**config.mk**
```make
export PLATFORM = sky130hd
export DESIGN_NAME = instruction_fetch
export DESIGN_NICKNAME = d
export VERILOG_FILES = /design/src/rtl/instruction_fetch_pkg.sv /design/src/rtl/instruction_fetch.sv
export SDC_FILE = /design/constraint.sdc
export NUM_CORES = 1
export LEC_CHECK = 0
export CORE_MARGIN = 2
export CORE_UTILIZATION = 40
export DETAILED_ROUTE_END_ITERATION = 12
export GPL_ROUTABILITY_DRIVEN = 0
export GPL_TIMING_DRIVEN = 0
export PLACE_DENSITY_LB_ADDON = 0.12
export SYNTH_ARGS = -nofsm -noshare
export SYNTH_HDL_FRONTEND = slang
export SYNTH_SLANG_ARGS = --single-unit
```
**constraint.sdc**
```tcl
create_clock -name clk -period 8.3 [get_ports clk]
set_clock_uncertainty 0.15 [all_clocks]
set_input_delay 0.83 -clock clk [delete_from_list [all_inputs] [get_ports clk]]
set_output_delay 0.83 -clock clk [all_outputs]
set_load 0.02 [all_outputs]
```
**src/rtl/instruction_fetch_pkg.sv**
```systemverilog
// Shared encodings for the fetch stage: FSM state codes and the invalid instruction word.
package instruction_fetch_pkg;

  localparam logic [1:0]  FETCH_IDLE    = 2'd0;
  localparam logic [1:0]  FETCH_RUN     = 2'd1;
  localparam logic [1:0]  FETCH_HALT    = 2'd2;
  localparam logic [31:0] INVALID_INSTR = 32'b0;

  typedef enum logic [1:0] {
    StIdle = FETCH_IDLE,
    StRun  = FETCH_RUN,
    StHalt = FETCH_HALT
  } fetch_state_e;

endpackage

```
**src/rtl/instruction_fetch.sv**
```systemverilog
// Fetch stage: PC register, IDLE/RUN/HALT FSM, IF/ID register with valid/ready handoff to decode,
// and a handshake counter. Program memory is read combinationally at imem_addr.
module instruction_fetch
  import instruction_fetch_pkg::*;
#(
  parameter int unsigned          PC_WIDTH = 12,
  parameter logic [PC_WIDTH-1:0]  RESET_PC = '0
) (
  input  logic                clk,
  input  logic                rst,
  input  logic                fetch_en,
  output logic [PC_WIDTH-1:0] imem_addr,
  input  logic [31:0]         imem_data,
  output logic [31:0]         instr,
  output logic [PC_WIDTH-1:0] instr_pc,
  output logic                instr_valid,
  input  logic                instr_ready,
  input  logic                redirect_en,
  input  logic [PC_WIDTH-1:0] redirect_pc,
  output logic                halted,
  output logic [31:0]         fetch_count
);

  fetch_state_e        state_q, state_d;
  logic [PC_WIDTH-1:0] pc_q, pc_d;
  logic [31:0]         instr_q, instr_d;
  logic [PC_WIDTH-1:0] instr_pc_q, instr_pc_d;
  logic                valid_q, valid_d;
  logic [31:0]         count_q, count_d;

  logic slot_free;
  logic handshake;
  logic try_fetch;
  logic load;
  logic halt_entry;

  // Decide whether this cycle fetches a word, halts on a zero word, or does neither.
  always_comb begin
    slot_free  = !valid_q || instr_ready;
    handshake  = valid_q && instr_ready;
    // A fetch is attempted only when a redirect is not overriding it.
    try_fetch  = (state_q == StRun) && fetch_en && slot_free && !redirect_en;
    load       = try_fetch && (imem_data != INVALID_INSTR);
    halt_entry = try_fetch && (imem_data == INVALID_INSTR);
  end

  // Next-state logic for FSM, PC, IF/ID register and handshake counter.
  always_comb begin
    state_d    = state_q;
    pc_d       = pc_q;
    instr_d    = instr_q;
    instr_pc_d = instr_pc_q;
    valid_d    = valid_q;
    count_d    = count_q;

    unique case (state_q)
      StIdle:  if (fetch_en) state_d = StRun;
      StRun: begin
        if (!fetch_en)       state_d = StIdle;
        else if (halt_entry) state_d = StHalt;
      end
      StHalt:  if (redirect_en) state_d = StRun;
      default: state_d = StIdle;
    endcase

    if (handshake) count_d = count_q + 32'd1;

    if (redirect_en) begin
      pc_d    = redirect_pc;
      valid_d = 1'b0;
    end else if (load) begin
      instr_d    = imem_data;
      instr_pc_d = pc_q;
      valid_d    = 1'b1;
      pc_d       = pc_q + PC_WIDTH'(1);  // wraps silently at 2^PC_WIDTH
    end else if (handshake) begin
      valid_d = 1'b0;
    end
  end

  // State registers with asynchronous reset.
  always_ff @(posedge clk or posedge rst) begin
    if (rst) begin
      state_q    <= StIdle;
      pc_q       <= RESET_PC;
      instr_q    <= '0;
      instr_pc_q <= '0;
      valid_q    <= 1'b0;
      count_q    <= '0;
    end else begin
      state_q    <= state_d;
      pc_q       <= pc_d;
      instr_q    <= instr_d;
      instr_pc_q <= instr_pc_d;
      valid_q    <= valid_d;
      count_q    <= count_d;
    end
  end

  // Registered outputs.
  always_comb begin
    imem_addr   = pc_q;
    instr       = instr_q;
    instr_pc    = instr_pc_q;
    instr_valid = valid_q;
    halted      = (state_q == StHalt);
    fetch_count = count_q;
  end

endmodule

```
==> flow_summary_export.csv <==
group,metric,value,unit
worst_setup_path,worst-path-max-fanout,10,
grt,first_global_vias,2960,
yosys,avgSynthCellArea,12.4,um2
grt,grt_pass1_wl,14.3,mm
layout,instances_no_fill,608,
timing,hold_viol,0,
drt,drt_pass1_iterations,4,
worst_hold_path,holdCritStartpoint,"fetch_count[31]$_DFFE_PP0P_",
yosys,yosys_cell_types,36,
grt,antenna_found_initial,0,
outcome,result_of_the_run,"complete, no violations",
drt,total_via_count_in_the_routed_design,2984,
yosys,post_synth_instance_area,3950,um2
floorplanning,core.rowCount,36,
layout,layout-area-overhead-vs-synth,46.2,%
grt,grt-ovfl-total,0,
clocking,hold_buffers,0,
drt,wirelength,9.21,mm
drt,drtAntennaViolNets,0,
clocking,cts_buffer_depth,2,
placed_design,dpl_cell_area,5530,um2
floorplanning,die_width,103,um
timing,final_min_period_over_clock_period,0.357,
clocking,clkLatencyLatePin,360,ps
worst_setup_path,wp_data_required,8390,ps
worst_hold_path,timing.hold.worst_path_depth,1,
worst_setup_path,setup.reg_to_reg.worst_slack,6280,ps
clocking,cts-buffers-inserted,9,
timing,finalMaxSlewViolations,0,
layout,post_route_cells_drive_above_1_share,0.154,
timing,timing.fmax,0.337,GHz
layout,antenna-diode-count,0,
worst_setup_path,critical_path_arrival,3050,ps
clocking,cts_sinks,91,
power,static-leakage-power,2.41,nW
power,worst_ir_drop_vdd,100,uV
layout,final_design_area_no_fill,5780,um2
floorplanning,die_h,103,um
worst_setup_path,start_kind,"input port",
worst_setup_path,crit-reg2reg-launch,"instr_valid$_DFFE_PP0P_",
clocking,htree_num_levels,3,
power,p_per_area,215,nW/um2
drt,residual_drc_count,0,
timing,fin_setup_tns,0,ps
placed_design,place_hpwl,6.80,mm
grt,grt_max_degree,54,
yosys,synth_top_flop_cell,"dfrtp_1",
clocking,clock-root-buffer,"clkbuf_8",
timing,period_needed,2960,ps
layout,num-nets-final,521,
run,maxCapViolCount,0,
clocking,cts_resized,0,
timing,max_slew.worst_pin.slew,498,ps
worst_hold_path,min_path_type,"reg -> reg",
clocking,clock_tree_from_tritoncts,"built",
worst_setup_path,cp-end-kind,"flip-flop",
drt,detail_route.vias_per_cell,4.91,
yosys,yosysWarnings,0,
timing,setup_viol_count_final,0,
worst_setup_path,timing.reg2reg.worst_path_depth,6,
placed_design,numPlacedInstances,592,
floorplanning,core_area,9680,um2
worst_setup_path,timing_worst_setup_path_type,"in -> reg",
worst_hold_path,worst_hold_path.endpoint,"fetch_count[31]$_DFFE_PP0P_",
floorplanning,start_util,0.408,
drt,detail_route.wl_per_cell,15.2,um
yosys,synthesized_net_count,371,
yosys,async_flop_share,1.00,
floorplanning,num_ports,139,
timing,timing.max_slew.rel_slack,0.667,
timing,unrepaired_setup_endpoints_after_global_routing,"false",
grt,grt.total_usage,0.175,
clocking,cts.clk_slew.worst_paths,80,ps
yosys,postSynthRegisterBits,91,
clocking,post_cts.repair.setup_buffers,0,
floorplanning,die_area,10700,um2
placed_design,buffer_ports.inserted,138,
yosys,synth_enable_flop_cells,0,
yosys,synth_sequential_area_ratio,0.576,
yosys,syn-instance-count,320,
worst_setup_path,reg2reg_to,"instr[0]$_DFFE_PP0P_",
drt,drtIter0Drc,88,
## critical path: stages
cell and delay (ps):
clkdlybuf4s50_1 430, nor4_1 450, nand4_1 330, o211ai_2 290, buf_6 200, buf_6 170, mux2_2 350
## cells in the mapped netlist (all sizes together) (4+ instances only)
| cell type | number | share of area |
|---|---|---|
| mux2 | 45 | 0.13 |
| nand4 | 13 | 0.021 |
| nor4 | 8 | 0.013 |
| o21ai | 15 | 0.019 |
| nand2 | 26 | 0.025 |
| xor2 | 18 | 0.040 |
| xnor2 | 22 | 0.049 |
| nand3 | 10 | 0.013 |
| clkbuf | 4 | 0.0038 |
| nor2 | 14 | 0.014 |
| inv | 7 | 0.0066 |
| o211ai | 5 | 0.011 |
| and2 | 4 | 0.0063 |
| and3 | 6 | 0.0095 |
| dfrtp | 91 | 0.58 |
| buf | 6 | 0.014 |
| nor3 | 6 | 0.011 |
## cell usage in the layout, fill, tap and decap left out, types with 4 or more instances in the layout
cell type	n
clkdlybuf4s50_1	138
dfrtp_1	91
mux2_2	43
nand2_1	26
xnor2_1	22
xor2_1	18
o21ai_0	14
nand4_1	13
nor2_1	13
nand3_1	10
clkbuf_8	9
nor4_1	8
inv_1	6
and3_1	6
and2_1	4
clkbuf_1	4
buf_6	4
o211ai_1	4
## state kept, by name (all words and copies together) (netlist names)
register and flops:
fetch_count 32, instr 32, imem_addr 12, instr_pc 12, state_q 2, instr_valid 1
## metrics by stage
step	power, mW	util	hold slack [ps]	worst slack [ps]
2_1_floorplan	0.710	-	307	4960
3_3_place_gp	0.884	0.568	314	3490
3_5_place_dp	0.892	0.571	338	4930
4_1_cts	1.26	0.597	353	5310
5_1_grt	1.31	0.597	358	5140
6_report	1.24	0.597	342	5340
## final cells by class
| type | count | area [um2] |
|---|---|---|
| sequential | 91 | 2280 |
| inverter | 7 | 28.8 |
| tap | 133 | 166 |
| timing repair buffer | 139 | 1410 |
| buffer | 10 | 70.1 |
| fill | 816 | 3910 |
| clock inverter | 7 | 124 |
| multi-input combinational | 212 | 1580 |
| clock buffer | 9 | 124 |
## cells by family after synthesis
kind of cell,after synthesis,share of synthesized area
AO/OA/AOI/OAI,29,0.0478
flip-flops,91,0.576
multiplexers,45,0.128
buffers and inverters,17,0.0244
adder cells (fa/ha/maj),2,0.00633
AND/OR/NAND/NOR,96,0.129
XOR/XNOR,40,0.0886
## power by group
group / switching [mW] / leakage [nW] / total (mW) / internal [mW]
Combinational: 0.152 / 1.15 / 0.329 / 0.177
Sequential: 0.0448 / 1.14 / 0.550 / 0.505
Clock: 0.164 / 0.120 / 0.366 / 0.202
## per-layer routing
layer | wire length, um | GRT usage | vias to the layer above
li1 | - | - | 1431
met1 | 4120 | 0.225 | 1454
met2 | 4360 | 0.283 | 86
met3 | 612 | 0.0511 | 13
met4 | 123 | 0.0577 | 0
met5 | 0 | 0 | -
## worst max path at each step
stage	depth (start not counted)	startpoint	slack (ps)	endpoint
2_1_floorplan	1	rst	4960	fetch_count[0]$_DFFE_PP0P_
3_3_place_gp	2	rst	3490	instr_pc[4]$_DFFE_PP0P_
3_5_place_dp	7	imem_data[0]	4930	instr[0]$_DFFE_PP0P_
4_1_cts	7	imem_data[0]	5310	instr[0]$_DFFE_PP0P_
5_1_grt	7	imem_data[0]	5140	instr[3]$_DFFE_PP0P_
6_report	7	imem_data[0]	5340	instr[0]$_DFFE_PP0P_
No activity file was read; power rests on OpenSTA's default activity.
